===== src/rtl/config_bus_master_if.sv =====
// Host-side request/response channel of the configuration bus master.
// Both channels use valid/ready: a transfer occurs on a rising edge where valid and ready are both high.
interface config_bus_master_if #(
   parameter int ADDR_WIDTH = 8,
   parameter int DATA_WIDTH = 32
);
   logic                  req_valid;
   logic                  req_ready;
   logic                  req_write;
   logic [ADDR_WIDTH-1:0] req_addr;
   logic [DATA_WIDTH-1:0] req_data;
   logic                  resp_valid;
   logic                  resp_ready;
   logic                  resp_write;
   logic [DATA_WIDTH-1:0] resp_data;

   // Host side: issues requests and consumes responses.
   modport master (
      output req_valid, req_write, req_addr, req_data, resp_ready,
      input  req_ready, resp_valid, resp_write, resp_data
   );

   // Configuration bus master side.
   modport slave (
      input  req_valid, req_write, req_addr, req_data, resp_ready,
      output req_ready, resp_valid, resp_write, resp_data
   );
endinterface


===== src/rtl/config_bus_master.sv =====
// Single-outstanding initiator for the per-core configuration bus: one strobe per host
// request, optional fixed read latency, one response per request.
module config_bus_master #(
   parameter int ADDR_WIDTH   = 8,
   parameter int DATA_WIDTH   = 32,
   parameter int READ_LATENCY = 0
) (
   input  logic                  clk,
   input  logic                  reset,
   config_bus_master_if.slave    host,
   output logic                  busy,
   output logic [ADDR_WIDTH-1:0] config_config_addr,
   output logic [DATA_WIDTH-1:0] config_config_data,
   output logic                  config_read,
   output logic                  config_write,
   input  logic [DATA_WIDTH-1:0] read_config_data,
   output logic [1:0]            dbg_state
);

   if (READ_LATENCY < 0 || READ_LATENCY > 15) begin : g_bad_latency
      $error("config_bus_master: READ_LATENCY must be within 0..15");
   end

   typedef enum logic [1:0] {
      IDLE   = 2'd0,
      STROBE = 2'd1,
      WAIT   = 2'd2,
      RESP   = 2'd3
   } state_t;

   state_t     state;
   logic       wr_q;
   logic [3:0] cnt;

   assign host.req_ready = (state == IDLE);
   assign busy           = (state != IDLE);
   assign dbg_state      = state;

   always_ff @(posedge clk) begin
      if (!reset) begin
         state              <= IDLE;
         wr_q               <= 1'b0;
         cnt                <= 4'd0;
         config_config_addr <= '0;
         config_config_data <= '0;
         config_read        <= 1'b0;
         config_write       <= 1'b0;
         host.resp_valid    <= 1'b0;
         host.resp_write    <= 1'b0;
         host.resp_data     <= '0;
      end else begin
         case (state)
            IDLE: begin
               if (host.req_valid) begin
                  wr_q               <= host.req_write;
                  config_config_addr <= host.req_addr;
                  // Write data is don't-care for reads, so the data bus keeps its last write value.
                  if (host.req_write) config_config_data <= host.req_data;
                  config_write       <= host.req_write;
                  config_read        <= ~host.req_write;
                  state              <= STROBE;
               end
            end
            STROBE: begin
               config_read  <= 1'b0;
               config_write <= 1'b0;
               if (wr_q) begin
                  host.resp_valid <= 1'b1;
                  host.resp_write <= 1'b1;
                  host.resp_data  <= '0;
                  state           <= RESP;
               end else if (READ_LATENCY == 0) begin
                  host.resp_valid <= 1'b1;
                  host.resp_write <= 1'b0;
                  host.resp_data  <= read_config_data;
                  state           <= RESP;
               end else begin
                  cnt   <= 4'(READ_LATENCY);
                  state <= WAIT;
               end
            end
            WAIT: begin
               cnt <= cnt - 4'd1;
               // Count of 1 marks the cycle A+1+READ_LATENCY, where read data is valid.
               if (cnt == 4'd1) begin
                  host.resp_valid <= 1'b1;
                  host.resp_write <= 1'b0;
                  host.resp_data  <= read_config_data;
                  state           <= RESP;
               end
            end
            RESP: begin
               if (host.resp_ready) begin
                  host.resp_valid <= 1'b0;
                  state           <= IDLE;
               end
            end
            default: state <= IDLE;
         endcase
      end
   end

endmodule


===== src/flat_wrapper.sv =====
// flat-port wrapper written by rule: the top's interface ports become plain ports
module config_bus_master_flat 
#(
   parameter int ADDR_WIDTH   = 8,
   parameter int DATA_WIDTH   = 32,
   parameter int READ_LATENCY = 0
)
  (clk, reset, busy, config_config_addr, config_config_data, config_read, config_write, read_config_data, dbg_state, host_req_valid, host_req_write, host_req_addr, host_req_data, host_resp_ready, host_req_ready, host_resp_valid, host_resp_write, host_resp_data);
  config_bus_master_if #(.ADDR_WIDTH(ADDR_WIDTH), .DATA_WIDTH(DATA_WIDTH)) host_i ();
  input  logic clk;
  input  logic reset;
  output logic busy;
  output logic [ADDR_WIDTH-1:0] config_config_addr;
  output logic [DATA_WIDTH-1:0] config_config_data;
  output logic config_read;
  output logic config_write;
  input  logic [DATA_WIDTH-1:0] read_config_data;
  output logic [1:0] dbg_state;
  input wire logic [$bits(host_i.req_valid)-1:0] host_req_valid;
  input wire logic [$bits(host_i.req_write)-1:0] host_req_write;
  input wire logic [$bits(host_i.req_addr)-1:0] host_req_addr;
  input wire logic [$bits(host_i.req_data)-1:0] host_req_data;
  input wire logic [$bits(host_i.resp_ready)-1:0] host_resp_ready;
  output wire logic [$bits(host_i.req_ready)-1:0] host_req_ready;
  output wire logic [$bits(host_i.resp_valid)-1:0] host_resp_valid;
  output wire logic [$bits(host_i.resp_write)-1:0] host_resp_write;
  output wire logic [$bits(host_i.resp_data)-1:0] host_resp_data;
  assign host_i.req_valid = host_req_valid;
  assign host_i.req_write = host_req_write;
  assign host_i.req_addr = host_req_addr;
  assign host_i.req_data = host_req_data;
  assign host_i.resp_ready = host_resp_ready;
  assign host_req_ready = host_i.req_ready;
  assign host_resp_valid = host_i.resp_valid;
  assign host_resp_write = host_i.resp_write;
  assign host_resp_data = host_i.resp_data;
  config_bus_master #(.ADDR_WIDTH(ADDR_WIDTH), .DATA_WIDTH(DATA_WIDTH), .READ_LATENCY(READ_LATENCY)) u_core (.clk(clk), .reset(reset), .host(host_i), .busy(busy), .config_config_addr(config_config_addr), .config_config_data(config_config_data), .config_read(config_read), .config_write(config_write), .read_config_data(read_config_data), .dbg_state(dbg_state));
endmodule

===== config.mk =====
export PLATFORM = sky130hd
export DESIGN_NAME = config_bus_master_flat
export DESIGN_NICKNAME = d
export VERILOG_FILES = /design/src/rtl/config_bus_master_if.sv /design/src/rtl/config_bus_master.sv /design/src/flat_wrapper.sv
export SDC_FILE = /design/constraint.sdc
export NUM_CORES = 1
export LEC_CHECK = 0
export ABC_CLOCK_PERIOD_IN_PS = 3550
export CAP_MARGIN = 20
export CORE_ASPECT_RATIO = 0.75
export CORE_UTILIZATION = 32
export CTS_CLUSTER_DIAMETER = 40
export DETAILED_ROUTE_END_ITERATION = 12
export GPL_ROUTABILITY_DRIVEN = 0
export PLACE_DENSITY_LB_ADDON = 0.3
export RECOVER_POWER = 50
export SLEW_MARGIN = 30
export SYNTH_ARGS = -nofsm -noshare
export SYNTH_HDL_FRONTEND = slang
export SYNTH_SLANG_ARGS = --single-unit

===== constraint.sdc =====
create_clock -name clk -period 3.55 [get_ports clk]
set_clock_uncertainty 0.1 [all_clocks]
set_input_delay 0.71 -clock clk [delete_from_list [all_inputs] [get_ports clk]]
set_output_delay 0.71 -clock clk [all_outputs]
set_load 0.03 [all_outputs]

# ---- After elaboration in Yosys (flattened, before gate mapping)
# Index checks and enable logic that the tools add are counted.
dict set report totals {
  ff_bits 83
  in_bits 77
  output_inout_bits 80
  word_cells 47
}
dict set report op_classes {
  n_addsub 1
  n_eq_ne 7
  muxes 17
  bitwise 1
  n_reduce_logical 11
}
# operator count
set ops {}
lappend ops {{two-way mux 32 bit} 2}
lappend ops {{case mux 32 bit (2 select lines)} 1}
lappend ops {{AND reduction 3 bit} 3}
lappend ops {{case mux 2 bit (4 select lines)} 1}
lappend ops {{two-way mux 1 bit} 6}
lappend ops {{two-way mux 2 bit} 3}
lappend ops {{case mux 1 bit (2 select lines)} 3}
lappend ops {{AND reduction 2 bit} 3}
lappend ops {{nonzero test 2 bit} 3}
lappend ops {{equality test 2 bit (second input constant)} 2}
lappend ops {{equality test 4 x 1 -> 1 bit (second input constant)} 1}
lappend ops {{inequality test 2 bit (second input constant)} 2}
lappend ops {{subtractor 4 x 1 -> 4 bit (second input constant)} 1}
lappend ops {{case mux 1 bit (3 select lines)} 1}
lappend ops {{nonzero test 3 bit} 1}
lappend ops {{equality test 2 x 1 -> 1 bit (second input constant)} 1}
lappend ops {{zero test 2 bit} 1}
lappend ops {{inequality test 2 x 1 -> 1 bit (second input constant)} 1}
lappend ops {{NOT 1 bit} 1}

# ---- Logic depth before layout (Yosys ltp)
# Gate-level depths: netlist of the first run.
dict set report logic_depth {
  depth_word 3
  mapped_depth 8
  mapped_depth_nobuf 5
}

# ---- Worst setup path before layout of the first run
# Ideal clock, no wire load.
dict set report synth_timing {
  path_kind {reg2out}
  startpoint {register u_core.state[0], in the netlist u_core.dbg_state[0]}
  endpoint {output port busy}
  arrival_ps 1321
  required_ps 2740
  setup_slack_ps 1419
  stages_incl_launch_ff 5
  path_buffers 1
  path_cell_list {dfxtp_1 -> inv_1 -> ha_1 -> clkbuf_1 -> inv_1}
}
dict set report synth_between {
  elab_chain_len 1
}
# item line_no
set synth_lines {}
lappend synth_lines {{from (decl)} config_bus_master.sv:31} ;# state_t state;
lappend synth_lines {{from (signal assigned)} config_bus_master.sv:41} ;# state <= IDLE;
lappend synth_lines {{from (signal assigned)} config_bus_master.sv:61} ;# state <= STROBE;
lappend synth_lines {{from (signal assigned)} config_bus_master.sv:71} ;# state <= RESP;
lappend synth_lines {{nonzero test 2 bit} config_bus_master.sv:36} ;# assign busy = (state != IDLE);
lappend synth_lines {{to (decl)} flat_wrapper.sv:12} ;# output logic busy;
# Every way passes these cells.

# ---- Final worst setup path of the first run
# Ends and elaborated chain as after synthesis.

==> impl_results.md, run 1 <==
- Status: finished with violations
- Failing checks: max-capacitance violations, max-slew violations
- Yosys Warn Count: 0
- Crit-path max FO: 12
- Final hold violations: 0
- Syn nets: around 480
- Worst rel slew slack: -3.22%
- Initial antenna violation count: 0
- CTS tree: done
- Post-CTS Setup Inserts: 0
- Type of origin of the critical path: flop
- Yosys reg bits: 83
- Mapped cell area: ~3500 µm²
- Fmax: between 300 and 400 MHz
- Hold_ws: roughly 350 ps
- Drt pass-1 iters: 4
- Max-Cap Viols: 1
- Core ar.: between 10000 and 15000 µm²
- Final Non-Filler Cells: ~670
- PD cells: approximately 670 nW/µm²
- Later-pin clock latency in the skew report: 330 ps
- Final setup fails: 0
- DR vias: 3261
- Tmin final: 2790 ps
- Root Driver: clkbuf_16
- Slowest-stage cell, CP: clkdlybuf4s50_1
- Total track usage: 16.9%
- Final Max Tran Viols: 34
- CTS Buf Count: 9
- # rows: 32
- Total Power: 0.00364 W
- Sequential area share after synthesis: 46.9%
- GRT overflow: 0
- HP Class: reg -> reg
- # nets final: 614
- Largest net degree at the start of global routing: 35
- Mapped Avg Cell Area: 9.03 µm²
- Crit path largest cell delay: 670 ps
- Remaining antenna violation count: 0
- Slew at the pin closest to its max-slew limit: 1550 ps
- CP Data Required Time: roughly 2700 ps
- Most used cell, CP: inv_1
- Share of layout cells above drive strength 1: 4.69%
- Area growth syn-to-layout: 52.7%
- DR vias/cell: 4.87
- Met2 routed WL: 4130 µm
- Crit Path Class: reg -> out
- Clock tree buffer depth: 2
- DR WL/cell: 14.2 µm
- Global-route wire length before repair: 15200 µm
- H-tree depth: 3
- IO Count: around 160
- Die W: 123 µm
- VDD IR max: 0.000269 V
- Layout fillers: 984
- Vias in the first global route: between 3000 and 4000
- Fin crit share: 78.6%
- Ordered list of cells on the worst path: inv_1 > ha_1 > inv_1 > clkdlybuf4s50_1
- Clock-pin slew of the registers on the worst-case setup and hold paths: 60 ps
- # port buffers: 156
- Unique masters post-synth: 29
- Cell count after synthesis: 392
- DP Cell Count: 655
- DRC viols: 0
- DR WL met3: between 900 and 1000 µm
- DRT iter0 DRCs: 149
- DIE AREA: 11500 µm²
- N_diodes: 0
- Post-route setup TNS: 0 ps
- Critical Path End Type: output pin
- Crit path buffers/inverters: 3
- Top layer in use: met4
- RSZ-0062 raised after global routing: false
- Hold buffer count at cts: 0
- Clock Sinks: 83
- Die Y: slightly above 90 µm
- Initial core utilization: between 30% and 40%
- CTS resizes: 0
- Routed length on met1: 4310 µm
- Placed wire-length estimate: 6600 µm
- Post-Route WL: 9530 µm
- P_leak: 2.10 nW
- Worst path top cell family by delay: buffers and inverters
- CP arrival: just under 2000 ps
## placed cells by master (no fill, tap or decap), drive strengths merged, types with 2 or more instances in the layout
cell type and instances:
xor2 2, clkbuf 12, ha 7, and2 3, mux2i 4, nor2b 4
inv 6, nor4bb 2, nand2b 3, nand2 80, clkdlybuf4s50 92, dlygate4sd3 63
a21oi 2, buf 9, clkinv 2, nand3 42, a21boi 74, o211ai 32
dfxtp 83
## routing by layer
metal / vias to the layer above / track usage (%)
met1: 1502 / 21.6
met3: 8 / 6.83
met2: 119 / 25.6
met4: 0 / 5.42
li1: 1632 / -
met5: - / 0
## final timing paths
path | slack [ps] | cells past startpoint | start | endpoint
worst max-delay path | 760 | 4 | u_core.dbg_state[0]$_SDFFE_PN0P_ | busy
worst min-delay path | 350 | 2 | u_core.config_config_data[8]$_SDFFE_PN0P_ | u_core.config_config_data[8]$_SDFFE_PN0P_
worst max register to register | 810 | 6 | u_core.dbg_state[0]$_SDFFE_PN0P_ | u_core.host.resp_data[3]$_SDFFE_PN0P_
worst min register to register | 350 | 2 | u_core.config_config_data[8]$_SDFFE_PN0P_ | u_core.config_config_data[8]$_SDFFE_PN0P_
## per-stage QoR
step / util, % / worst slack, ps / instance area (µm²)
final: 51.4 / 759 / 5410
after global placement: 48.9 / 1140 / 5150
after global routing: 51.4 / 529 / 5410
after CTS: 51.6 / 723 / 5430
after detailed placement: 48.9 / 1020 / 5150
after floorplan: - / 1420 / 3540
## worst register-to-register path: stages (launching register included)
cell and delay [ps]:
dfxtp_1 360, inv_1 120, ha_1 440, nand2b_1 160, clkbuf_1 1120, nand3_1 180, a21boi_1 190
## logic make-up (layout without fill, tap and decap cells)
| kind of cell | after synthesis | after routing | share of synthesized area [%] |
|---|---|---|---|
| AO/OA/AOI/OAI | 111 | 111 | 24.1 |
| multiplexers | 4 | 4 | 1.13 |
| AND/OR/NAND/NOR | 140 | 140 | 18.3 |
| flip-flops | 83 | 83 | 46.9 |
| XOR/XNOR | 3 | 3 | 0.742 |
| buffers and inverters | 44 | 185 | 6.32 |
| adder cells (fa/ha/maj) | 7 | 7 | 2.47 |
## synthesized netlist by cell type (all sizes together)
| cell | n | share of area, % |
|---|---|---|
| mux2i | 4 | 1.1 |
| inv | 6 | 0.64 |
| dfxtp | 83 | 47 |
| buf | 21 | 3.9 |
| xnor2 | 1 | 0.25 |
| and3 | 1 | 0.18 |
| nand2b | 3 | 0.53 |
| nor4bb | 2 | 0.57 |
| nor4b | 1 | 0.25 |
| o211ai | 32 | 6.8 |
| nor2b | 4 | 0.71 |
| a221oi | 1 | 0.74 |
| and2 | 3 | 0.53 |
| o211a | 1 | 0.28 |
| or3b | 1 | 0.32 |
| nand3 | 42 | 5.9 |
| nand2 | 80 | 8.5 |
| a21oi | 2 | 0.28 |
| xor2 | 2 | 0.49 |
| a21boi | 74 | 16 |
| clkbuf | 17 | 1.8 |
| nand3b | 1 | 0.21 |
| a211oi | 1 | 0.35 |
| ha | 7 | 2.5 |
| nand4b | 1 | 0.25 |
| nand4bb | 1 | 0.32 |
## state kept, by name (all words and copies together) (netlist names)
signal	flops
u_core.config_config_addr	8
u_core.host.resp_valid	1
u_core.cnt	4
u_core.config_config_data	32
u_core.config_write	1
u_core.host.resp_data	32
u_core.config_read	1
u_core.dbg_state	2
u_core.wr_q	1
u_core.host.resp_write	1
## where the power goes
part           internal, W  switching (W)  total [W]
clock network     0.000554       0.000348   0.000901
logic             0.000598       0.000903    0.00150
registers          0.00113       0.000116    0.00124
## layout make-up
cell class                 count  area, µm²  share of cell area, %
clock buffer                  11        243                   4.49
clock inverter                 3       40.0                  0.740
inverter                       6       22.5                  0.416
multi-input combinational    265       1650                   30.5
sequential                    83       1660                   30.7
tap                          136        170                   3.15
timing repair buffer         165       1620                   30.0
(Power assumes the default switching activity.)
==> run 2: changes to the inputs <==
--- a/config.mk
+++ b/config.mk
@@ -5,7 +5,7 @@
 export SDC_FILE = /design/constraint.sdc
 export NUM_CORES = 1
 export LEC_CHECK = 0
-export ABC_CLOCK_PERIOD_IN_PS = 3550
+export ABC_CLOCK_PERIOD_IN_PS = 2600
 export CAP_MARGIN = 20
 export CORE_ASPECT_RATIO = 0.75
 export CORE_UTILIZATION = 32
==> constraint.sdc (replaced) <==
create_clock -name clk -period 2.6 [get_ports clk]
set_clock_uncertainty 0.1 [all_clocks]
set_input_delay 0.52 -clock clk [delete_from_list [all_inputs] [get_ports clk]]
set_output_delay 0.52 -clock clk [all_outputs]
set_load 0.03 [all_outputs]
==> impl_results.md, run 2 (synthesized netlist as in run 1, its figures left out) <==
- CTS Buf Count: 9 (unchanged)
- Die Y: 93.1 µm (unchanged)
- Met1 Track Usage GR: 20.8% (-0.84 points)
- Layout fillers: 959 (-2.5%)
- Hold_sp: u_core.host.resp_data[24]$_SDFFE_PN0P_
- Slowest-stage cell, CP: clkdlybuf4s50_1
- Status: complete, no violations
- Clk pwr share: 24.5% (-0.2 points)
- # rows: 32 (unchanged)
- CTS tree: done
- GR met3 Demand/Resource: 7.44% (+0.61 points)
- Post-CTS Setup Inserts: 0 (unchanged)
- Met2 GRT Util: 28.6% (+3.0 points)
- DR vias: 3265 (+0.12%)
- Final Max Tran Viols: 0 (-100%)
- Tmin final: between 2000 and 2500 ps
- Placed wire-length estimate: 6460 µm (-2.1%)
- Initial antenna violation count: 0 (unchanged)
- Worst rel slew slack: 67.4% (+71 points)
- H-tree depth: 3 (unchanged)
- Clock tree buffer depth: 2 (unchanged)
- Area growth syn-to-layout: 53.4%
- Share of layout cells above drive strength 1: 5.05% (+0.36 points)
- Die W: 123 µm (unchanged)
- Worst path top cell family by delay: buffers and inverters
- Global-route wire length before repair: 15800 µm (+4.2%)
- Leading cell type in the layout, fill and taps excluded: clkdlybuf4s50_1
- GRT overflow: 0 (unchanged)
- Type of origin of the critical path: flop
- Fmax: 411 MHz
- GR peak layer: met2
- R2R depth: 7 (+1)
- Critical R2R Capture: u_core.config_config_data[1]$_SDFFE_PN0P_
- DP Cell Count: 656 (+0.15%)
- Drt pass-1 iters: 4 (unchanged)
- DR vias/cell: 4.87 (-0.18%)
- P_leak: 2.02 nW (-4.0%)
- IO Count: 157 (unchanged)
- Crit-path max FO: 5 (-7)
- DIE AREA: 11500 µm² (unchanged)
- Biggest regs: u_core.config_config_data (32), u_core.host.resp_data (32), u_core.config_config_addr (8)
- # port buffers: 156 (unchanged)
- Final setup fails: 0 (unchanged)
- Worst hold endpoint: u_core.host.resp_data[24]$_SDFFE_PN0P_
- Switching power share of the total: 37.8% (+0.24 points)
- DRT iter0 DRCs: 127 (-15%)
- Worst r2r src: u_core.dbg_state[0]$_SDFFE_PN0P_
- Post-Route WL: 9570 µm (+0.43%)
- Slew at the pin closest to its max-slew limit: 489 ps (-1060 ps)
- Clock-pin slew of the registers on the worst-case setup and hold paths: 60 ps (about the same)
- DRC viols: 0 (unchanged)
- PD cells: 925 nW/µm² (+37%)
- Later-pin clock latency in the skew report: 330 ps (about the same)
- Remaining antenna violation count: 0 (unchanged)
- Clock Sinks: 83 (unchanged)
- Max-Cap Viols: 0 (-1)
- Post-route setup TNS: 0 ps (unchanged)
- HP Class: reg -> reg
- Most frequent cells in the layout: clkdlybuf4s50_1, dfxtp_1, nand2_1
- Logic pwr share: 41.8% (+0.6 points)
- Crit path buffers/inverters: 3 (unchanged)
- Initial core utilization: 33.6% (unchanged)
- Ordered list of cells on the worst path: inv_1 > ha_1 > inv_1 > clkdlybuf4s50_1
- Total track usage: 17.5% (+0.61 points)
- N_diodes: 0 (unchanged)
- Crit Path Class: reg -> out
- Hold Crit Depth: 2 (unchanged)
- Crit path largest cell delay: 660 ps (about the same)
- Core ar.: 10500 µm² (unchanged)
- CP Data Required Time: 1980 ps (-760 ps)
- Critical Path End Type: output pin
- # nets final: 615 (+0.16%)
- Vias in the first global route: 3309 (+7.1%)
- Final hold violations: 0 (unchanged)
- Worst reg2reg setup slack: 470 ps (-340 ps)
- Seq pwr share: 33.7% (-0.4 points)
- CP arrival: 1810 ps (-170 ps)
- Largest net degree at the start of global routing: 81 (+130%)
- Fin crit share: 93.5%
- Final Non-Filler Cells: 671 (+0.30%)
- VDD IR max: 0.000305 V (+14%)
- Most used cell, CP: inv_1
- RSZ-0062 raised after global routing: false
- Root Driver: clkbuf_16
- Internal: 0.00313 W (+37%)
- DR WL/cell: 14.3 µm (+0.13%)
- Net Switching: 0.00190 W (+39%)
==> run 2: metal layers <==
layer  vias up  share of wire, %
met4         0              0.60
met3         5               9.6
met2       117                46
met5         -                 0
met1      1514                44
li1       1629                 -
==> run 2: worst max path at each step <==
stage / to / depth (start not counted) / start / slack (ps)
global route: busy / 4 / u_core.dbg_state[0]$_SDFFE_PN0P_ / 70
detailed placement: host_req_ready / 3 / u_core.dbg_state[0]$_SDFFE_PN0P_ / 400
global placement: host_req_ready / 3 / u_core.dbg_state[0]$_SDFFE_PN0P_ / 470
floorplan: busy / 4 / u_core.dbg_state[0]$_SDFFE_PN0P_ / 660
CTS: host_req_ready / 3 / u_core.dbg_state[0]$_SDFFE_PN0P_ / 40
finish: busy / 4 / u_core.dbg_state[0]$_SDFFE_PN0P_ / 170
==> run 2: power by group through the flow <==
stage | clock, W | sequential (W) | combinational [W]
floorplan | 0 | 0.00217 | 0.000914
global placement | 0 | 0.00171 | 0.00216
detailed placement | 0 | 0.00173 | 0.00220
CTS | 0.00129 | 0.00170 | 0.00220
global route | 0.00133 | 0.00173 | 0.00227
finish | 0.00123 | 0.00169 | 0.00210
==> run 2: layout make-up <==
cell class              instances  area, µm²  share of cell area, %
flip-flops and latches         83       1660                   30.6
inverters                       6       22.5                  0.415
clock inverters                 5       55.1                   1.01
repair buffers                166       1640                   30.2
clock buffers                  10        229                   4.22
well taps                     136        170                   3.13
multi-input cells             265       1650                   30.4
==> run 2: through the flow <==
step | total power (W) | instance area (µm²) | utilization (%) | hold WS (ps) | worst slack (ps)
floorplan | 0.00309 | 3540 | - | 376 | 659
global placement | 0.00387 | 5170 | 49.1 | 340 | 471
detailed placement | 0.00393 | 5170 | 49.1 | 349 | 403
CTS | 0.00520 | 5460 | 51.8 | 359 | 36.9
global route | 0.00534 | 5430 | 51.6 | 387 | 65.4
finish | 0.00502 | 5430 | 51.6 | 358 | 169
==> run 2: worst register-to-register path: stages (launching register included) <==
cell and delay [ps]:
dfxtp_1 350, inv_1 130, ha_1 200, clkbuf_1 400, and3_1 270, buf_4 320
nand2_1 120, a21boi_0 170
==> run 2: repair_timing <==
item / in CTS / in global routing
gates resized for setup: 0 / 1
hold buffers: 0 / 0
hold endpoints to repair: 0 / 0
setup endpoints to repair: 0 / 1
